### config.mk
export PLATFORM = sky130hd
export DESIGN_NAME = loop_sequencer
export DESIGN_NICKNAME = d
export VERILOG_FILES = /design/src/rtl/loop_sequencer.sv
export SDC_FILE = /design/constraint.sdc
export NUM_CORES = 1
export LEC_CHECK = 0
export BUFFER_PORTS_ARGS = -buffer_cell sky130_fd_sc_hd__buf_2
export CAP_MARGIN = 20
export CORE_AREA = 2 2 84 86
export DETAILED_ROUTE_END_ITERATION = 6
export DIE_AREA = 0 0 86 88
export GPL_ROUTABILITY_DRIVEN = 1
export GPL_TIMING_DRIVEN = 0
export PLACE_DENSITY = 0.78
export SYNTH_ARGS = -nofsm -noshare
export SYNTH_HDL_FRONTEND = slang
export SYNTH_SLANG_ARGS = --single-unit
### constraint.sdc
create_clock -name clk -period 2.7 [get_ports clk]
set_clock_uncertainty 0.1 [all_clocks]
set_input_delay 0.54 -clock clk [delete_from_list [all_inputs] [get_ports clk]]
set_output_delay 0.54 -clock clk [all_outputs]
set_load 0.02 [all_outputs]
### src/rtl/loop_sequencer.sv
// loop_sequencer: autonomous sequencer for the register-file / operand-mux / ALU datapath.
// Runs "acc = 0; idx = 0; repeat N { acc += idx; idx += step }" and then presents
// acc on read port 1 and idx on read port 2 for readout.
// Every op is held on the datapath for OP_CYCLES clocks, and all outputs are registered.
// Optional feature macro: OVF_ABORT_EN. When defined, an ALU overflow on the last cycle
// of an ADD stops the loop early and sets err.
module loop_sequencer #(
  parameter int unsigned DATA_W    = 16,
  parameter int unsigned ADDR_W    = 4,
  parameter int unsigned ITER_W    = 8,
  parameter int unsigned OP_CYCLES = 3,
  parameter logic [3:0]  ALU_ADD   = 4'b0010
) (
  input  logic              clk,
  input  logic              rst,
  input  logic              start,
  input  logic [ITER_W-1:0] iter_count,
  input  logic [DATA_W-1:0] step,
  input  logic [ADDR_W-1:0] acc_reg,
  input  logic [ADDR_W-1:0] idx_reg,
  input  logic              Overflow,
  output logic [ADDR_W-1:0] ReadRgAddr1,
  output logic [ADDR_W-1:0] ReadRgAddr2,
  output logic [ADDR_W-1:0] WriteRgAddr,
  output logic              wr_en,
  output logic [DATA_W-1:0] immediate,
  output logic              sel,
  output logic [3:0]        Control,
  output logic              busy,
  output logic              done,
  output logic [ITER_W-1:0] iter_idx,
  output logic              err
);

  localparam int unsigned CNT_W = (OP_CYCLES > 2) ? $clog2(OP_CYCLES) : 1;
  localparam logic [CNT_W-1:0] CNT_LAST = CNT_W'(OP_CYCLES - 1);

  typedef enum logic [2:0] {
    S_IDLE,
    S_INIT_ACC,
    S_INIT_IDX,
    S_ADD,
    S_INC,
    S_READOUT,
    S_DONE
  } state_t;

  state_t            state_q, state_d;
  logic [CNT_W-1:0]  op_cnt_q, op_cnt_d;
  logic              op_last;
  logic [ITER_W-1:0] iter_d, n_q, n_d;
  logic [DATA_W-1:0] step_q, step_d;
  logic [ADDR_W-1:0] acc_q, acc_d, idx_q, idx_d;
  logic              err_d;

  logic [ADDR_W-1:0] rd1_d, rd2_d, wr_d;
  logic              wr_en_d, sel_d, busy_d, done_d;
  logic [DATA_W-1:0] imm_d;
  logic [3:0]        ctrl_d;

  assign op_last = (op_cnt_q == CNT_LAST);

`ifndef OVF_ABORT_EN
  logic unused_overflow;
  assign unused_overflow = Overflow;
`endif

  // Next-state logic: op timing, run-parameter latching, iteration count and abort flag.
  always_comb begin
    state_d  = state_q;
    op_cnt_d = op_last ? '0 : op_cnt_q + CNT_W'(1);
    iter_d   = iter_idx;
    n_d      = n_q;
    step_d   = step_q;
    acc_d    = acc_q;
    idx_d    = idx_q;
`ifdef OVF_ABORT_EN
    err_d    = err;
`else
    err_d    = 1'b0;
`endif
    case (state_q)
      S_IDLE: begin
        op_cnt_d = '0;
        if (start) begin
          state_d = S_INIT_ACC;
          n_d     = iter_count;
          step_d  = step;
          acc_d   = acc_reg;
          idx_d   = idx_reg;
          iter_d  = '0;
          err_d   = 1'b0;
        end
      end
      S_INIT_ACC: begin
        if (op_last) state_d = S_INIT_IDX;
      end
      S_INIT_IDX: begin
        if (op_last) state_d = (n_q == '0) ? S_READOUT : S_ADD;
      end
      S_ADD: begin
        if (op_last) begin
`ifdef OVF_ABORT_EN
          if (Overflow) begin
            state_d = S_READOUT;
            err_d   = 1'b1;
          end else begin
            state_d = S_INC;
          end
`else
          state_d = S_INC;
`endif
        end
      end
      S_INC: begin
        if (op_last) begin
          iter_d  = iter_idx + ITER_W'(1);
          state_d = (iter_idx + ITER_W'(1) == n_q) ? S_READOUT : S_ADD;
        end
      end
      S_READOUT: begin
        if (op_last) state_d = S_DONE;
      end
      S_DONE: begin
        op_cnt_d = '0;
        state_d  = S_IDLE;
      end
      default: begin
        op_cnt_d = '0;
        state_d  = S_IDLE;
      end
    endcase
  end

  // Output decode from the next state so the registered outputs line up with the state register.
  // Uses the next-value register selections so the first op sees the values latched on start.
  always_comb begin
    rd1_d   = '0;
    rd2_d   = '0;
    wr_d    = '0;
    wr_en_d = 1'b0;
    imm_d   = '0;
    sel_d   = 1'b0;
    ctrl_d  = '0;
    busy_d  = 1'b0;
    done_d  = 1'b0;
    case (state_d)
      S_INIT_ACC: begin
        wr_d    = acc_d;
        sel_d   = 1'b1;
        wr_en_d = 1'b1;
        ctrl_d  = ALU_ADD;
        busy_d  = 1'b1;
      end
      S_INIT_IDX: begin
        wr_d    = idx_d;
        sel_d   = 1'b1;
        wr_en_d = 1'b1;
        ctrl_d  = ALU_ADD;
        busy_d  = 1'b1;
      end
      S_ADD: begin
        rd1_d   = acc_d;
        rd2_d   = idx_d;
        wr_d    = acc_d;
        wr_en_d = 1'b1;
        ctrl_d  = ALU_ADD;
        busy_d  = 1'b1;
      end
      S_INC: begin
        rd1_d   = idx_d;
        wr_d    = idx_d;
        sel_d   = 1'b1;
        imm_d   = step_d;
        wr_en_d = 1'b1;
        ctrl_d  = ALU_ADD;
        busy_d  = 1'b1;
      end
      S_READOUT: begin
        rd1_d   = acc_d;
        rd2_d   = idx_d;
        ctrl_d  = ALU_ADD;
        busy_d  = 1'b1;
      end
      S_DONE: begin
        rd1_d   = acc_d;
        rd2_d   = idx_d;
        ctrl_d  = ALU_ADD;
        done_d  = 1'b1;
      end
      default: ;
    endcase
  end

  // State, run parameters and registered outputs; reset clears everything immediately.
  always_ff @(posedge clk or negedge rst) begin
    if (!rst) begin
      state_q     <= S_IDLE;
      op_cnt_q    <= '0;
      n_q         <= '0;
      step_q      <= '0;
      acc_q       <= '0;
      idx_q       <= '0;
      iter_idx    <= '0;
      err         <= 1'b0;
      ReadRgAddr1 <= '0;
      ReadRgAddr2 <= '0;
      WriteRgAddr <= '0;
      wr_en       <= 1'b0;
      immediate   <= '0;
      sel         <= 1'b0;
      Control     <= '0;
      busy        <= 1'b0;
      done        <= 1'b0;
    end else begin
      state_q     <= state_d;
      op_cnt_q    <= op_cnt_d;
      n_q         <= n_d;
      step_q      <= step_d;
      acc_q       <= acc_d;
      idx_q       <= idx_d;
      iter_idx    <= iter_d;
      err         <= err_d;
      ReadRgAddr1 <= rd1_d;
      ReadRgAddr2 <= rd2_d;
      WriteRgAddr <= wr_d;
      wr_en       <= wr_en_d;
      immediate   <= imm_d;
      sel         <= sel_d;
      Control     <= ctrl_d;
      busy        <= busy_d;
      done        <= done_d;
    end
  end

endmodule

; ---- Word-level counts from Yosys, hierarchy flattened
; Index checks and enable logic that the tools add are counted.
; Widths: inputs -> output; s select.
[totals]
regBits = 81
inputBits = 36
out_inout_bits = 45
elab_cells = 75
[classes]
n_addsub = 2
eq_ne = 15
mux = 29
n_reduce_logical = 13
[ops]
columns = op, n
row1 = $mux 16, 3
row2 = $mux 3, 8
row3 = $mux 4, 5
row4 = $pmux 3 s6, 1
row5 = $mux 8, 2
row6 = $pmux 4 s2, 2
row7 = $pmux 8 s2, 1
row8 = $eq 3x3->1 const B, 5
row9 = $eq 3x2->1 const B, 4
row10 = $reduce_or 5->1, 2
row11 = $add 8x1->8 const B, 1
row12 = $eq 8x8->1, 1
row13 = $logic_not 8->1, 1
row14 = $eq 3x1->1 const B, 2
row15 = $mux 2, 3
row16 = $reduce_or 3->1, 2
row17 = $reduce_or 6->1, 1
row18 = $mux 1, 4
row19 = $ne 2x2->1 const B, 2
row20 = $reduce_or 2->1, 2
row21 = $reduce_or 4->1, 1
row22 = $logic_not 3->1, 1
row23 = $reduce_and 3->1, 1
row24 = $add 2x1->2 const B, 1
row25 = other kinds (3), 3

; ---- Depth between registers and ports, before layout
[logic_depth]
word_depth = 8
ltp_mapped = 7

; ---- Worst setup path before layout
; No wires, ideal clock.
[synth_timing]
path_kind = register -> register
start = reg iter_idx[0]
end = reg WriteRgAddr[0]
setup_ps = 132
t_arrival_ps = 2162
required_time_ps = 2468
slack_ps = 306
stages_incl_launch_ff = 8
path_buffers = 1
cell_sequence = dfrtp_1 > ha_1 > buf_6 > and3_4 > and3_1 > or4_4 > nor4_4 > o31ai_1
[synth_via]
elab_chain_cells = 8
elab_cells_between_ends = 12
[synth_lines]
columns = item, line
row1 = "start, declared", 31  ; output logic [ITER_W-1:0] iter_idx,
row2 = "start signal, assigned", 222  ; iter_idx <= iter_d;
row3 = $add 8x1->8 *, 118  ; state_d = (iter_idx + ITER_W'(1) == n_q) ? S_READOUT : S_ADD;
row4 = $eq 8x8->1 *, 118
row5 = $mux 3 *, 118
row6 = $mux 3 *, 116  ; if (op_last) begin
row7 = $pmux 3 s6 *, 82  ; case (state_q)
row8 = $eq 3x3->1 (tied with other cells), 147  ; case (state_d)
row9 = $reduce_or 2->1 (no line), n/a
row10 = $pmux 4 s2 *, 147
row11 = named net wr_d[0], 56  ; logic [ADDR_W-1:0] rd1_d, rd2_d, wr_d;
row12 = "end signal, assigned", 226  ; WriteRgAddr <= wr_d;
row13 = "end, declared", 24  ; output logic [ADDR_W-1:0] WriteRgAddr,
; The timed path passes the listed nets; every way through them passes the cells marked *.
; A chain may end at the register's enable or synchronous reset.

; ---- Worst setup path after layout
[layout_timing]
start = reg iter_idx[0]
end = reg WriteRgAddr[3]
; Same word-level chain as after synthesis.

==> qor.yml <==
outcome: "complete, no violations"
antenna_found_initial: 0
vias_per_cell: 5.33
grt_max_degree: 64
start_util_pct: 51.8
cp-end-kind: "flip-flop"
fin_crit_sh_pct: 92.1
worst_slack_ns: 0.213
final_nets: 422
crit_type: "flip-flop to flip-flop"
ys_seq_area_share_pct: 56.8
grt_use_met1_pct: 26.8
finalSetupViolations: 0
drtIter0Drc: 131
start_kind: "flip-flop"
reg2reg_from: "iter_idx[0]$_DFFE_PN0P_"
maxCapViolations: 0
totalWireLength_um: 6940
place_hpwl_um: 4960
async_flop_share_pct: 100
synth_edf_count: 0
slew_viol_final: 0
ys_ff_latch: 78
die_y_um: 88
tightest_slew_ns: 0.522
syn_area_per_cell_um2: 11.7
remaining_drc_errors: 0
rsz0062_at_grt: "no"
core_um2: 6640
cp_data_arrival_time_ns: 2.61
startpoint: "iter_idx[0]$_DFFE_PN0P_"
hold_path.class: "primary input to flip-flop"
nFillCells: 511
timing.final.hold_violations: 0
numCtsBuffers: 9
critPathTopFamily: "simple AND/OR/NAND/NOR gates"
area_growth_pct: 22.7
p_per_area_nw_per_um2: 1120
globalRouteMet3Util_pct: 4.71
path_clk_slew_ns: 0.09
path_buf_inv: 1
grt_overflow: 0
final.setup.tns_ns: 0
grt_pass1_vias: 2350
worstPathCellList: "ha_1, buf_6, and3_4, and3_1, or4_4, nor4_4, o31ai_1"
synth_area_leader_cell: "dfrtp_1"
max-slew-margin-rel_pct: 65.1
synth.top_cell.area_share_pct: 56.8
hold_slack_ns: 0.316
yosysUniqueCellTypes: 51
via_count: 2503
worst-path-stages: 7
grt_pass1_wl_um: 11300
dieArea_um2: 7570
grt_busiest_layer: "met2"
peakVddDrop_uv: 452
fin_crit_ns: 2.49
cpPeakStageDelay_ns: 0.53
num_antenna_cells: 0
wl_per_cell_um: 14.8
clock.fmax_mhz: 402
critPathSlowestCell: "or4_4"
hold_path.startpoint: "iter_count[2]"
dpl_worst_slack_ns: 0.224
ios: 81
htree_levels: 3
cts_root_buffer: "clkbuf_8"
drive_gt1_share_pct: 34.6
cts_resized: 0
yosysWarnings: 0
synth_flop_cell: "dfrtp_1"
path_max_fanout: 8
syn_inst: 294
clock_latency_ns: 0.35
syn_area_um2: 3440
fp.dieW_um: 86
drtPass1Iterations: 4
hold-path-cell-count: 2
place.gp.congestion: 0.887
power.leakage_nw: 2.06
cts_tree: "yes"
clk_path_buf_depth: 2
ant_nets: 0
worstPathRequired_ns: 2.82
rows: 30
gr-usage-met2_pct: 29.8
portBuffers: 75
r2r_cells: 7
synth.area.top_cells: "dfrtp_1, mux2_2, a21boi_0, mux2i_1, o21ai_0"
numClockSinks: 78
grt_usage_pct: 19.3
[through the flow]
| stage | utilization (%) | std cells | instance area [um2] | total power, mW |
|---|---|---|---|---|
| finish | 63.5 | 470 | 4220 | 4.71 |
| global route | 63.5 | 470 | 4220 | 5.01 |
| CTS | 63.5 | 470 | 4220 | 4.72 |
| detailed placement | 59.5 | 453 | 3960 | 3.64 |
| global placement | 59.1 | 452 | 3930 | 3.57 |
| floorplan | - | 297 | 3450 | 3.13 |
[kinds of logic after synthesis]
kind of cell	Yosys count	synth area share, %
DFF	78	56.8
and+or+nand+nor	77	13.1
AOI/OAI and AO/OA	67	13.0
muxes	31	9.90
buffers and inverters	31	4.77
xor gates and xnor gates	8	2.04
adders and majority gates	1	0.364
other	1	0.109
[power breakdown]
part | switching [mW] | internal [mW] | total [mW]
Combinational | 1.01 | 0.771 | 1.78
Clock | 0.443 | 0.646 | 1.09
Sequential | 0.226 | 1.61 | 1.84
[final timing paths]
kind	end	slack, ns
max	WriteRgAddr[3]$_DFF_PN0_	0.21
min	n_q[2]$_DFFE_PN0P_	0.32
max reg2reg	WriteRgAddr[3]$_DFF_PN0_	0.21
min reg2reg	op_cnt_q[0]$_DFF_PN0_	0.39
max in group asynchronous	step_q[2]$_DFF_PN0_	1.45
min in group asynchronous	ReadRgAddr2[0]$_DFF_PN0_	0.50
[worst register-to-register path, delay by kind of cell, from the launching register on]
kind                       cells  cell delay, ns
AOI/OAI and AO/OA              1            0.13
adders and majority gates      1            0.25
buffers and inverters          1            0.13
DFF                            1            0.48
and+or+nand+nor                4            1.28
[timing repair]
item,in CTS,in global routing
hold buffers,1,0
hold endpoints to repair,15,0
buffers inserted,0,0
[state kept, by name (all words and copies together) (netlist names), 2 cells and up]
signal,cells
ReadRgAddr1,4
ReadRgAddr2,4
WriteRgAddr,4
acc_q,4
idx_q,4
immediate,16
iter_idx,8
n_q,8
op_cnt_q,2
state_q,3
step_q,16
[layout make-up]
cell class                      count  area [um2]  area share (%)
Clock inverter                      6         115            2.73
Tap cell                           80         100            2.37
Buffer                             20         123            2.91
Multi-Input combinational cell    188        1330            31.6
Clock buffer                       10         138            3.26
Timing Repair Buffer               77         415            9.85
Inverter                           11        41.3           0.979
Sequential cell                    78        1950            46.3
[Yosys cell counts (2+ instances only)]
master,n
nor4_1,2
inv_1,11
mux2_2,24
o31ai_1,8
a21oi_1,10
nor2b_1,6
and3_1,3
a21boi_1,5
xnor2_1,4
nand3b_1,3
buf_2,5
o21ai_0,13
or4_1,2
or3_1,2
dfrtp_1,78
clkbuf_1,6
or2_2,3
a221oi_1,2
or3b_1,2
o21ai_1,3
nand2b_1,7
a21o_1,2
nor4b_1,2
a211oi_1,3
and2_1,3
o22ai_1,3
nor2_1,15
nand3_1,5
a21boi_0,11
buf_4,5
mux2i_1,7
nand2_1,12
nor3_1,4
xor2_1,4
buf_6,3
[layout by cell type (no fill, tap or decap), types with 4 or more instances in the layout]
| cell | netlist | routed |
|---|---|---|
| clkbuf_1 | 6 | 6 |
| a21boi_0 | 11 | 11 |
| o31ai_1 | 8 | 8 |
| a21boi_1 | 5 | 5 |
| inv_1 | 11 | 11 |
| dfrtp_1 | 78 | 78 |
| buf_4 | 5 | 6 |
| nand2_1 | 12 | 12 |
| conb_1 | 1 | 4 |
| clkbuf_8 | 0 | 10 |
| xnor2_1 | 4 | 4 |
| a21oi_1 | 10 | 10 |
| nand3_1 | 5 | 5 |
| mux2i_1 | 7 | 7 |
| nor2_1 | 15 | 15 |
| buf_2 | 5 | 79 |
| nor3_1 | 4 | 4 |
| xor2_1 | 4 | 4 |
| nor2b_1 | 6 | 6 |
| nand2b_1 | 7 | 7 |
| o21ai_0 | 13 | 13 |
| mux2_2 | 24 | 24 |
[layer usage]
metal  wire length (um)  share of wire (%)  up-vias
met5                  0                  0        -
met4                 95                1.4        0
met3                440                6.3       10
met2               3090                 45       87
met1               3310                 48     1187
li1                   -                  -     1219
Note: power is estimated with default switching activity, not from simulation.
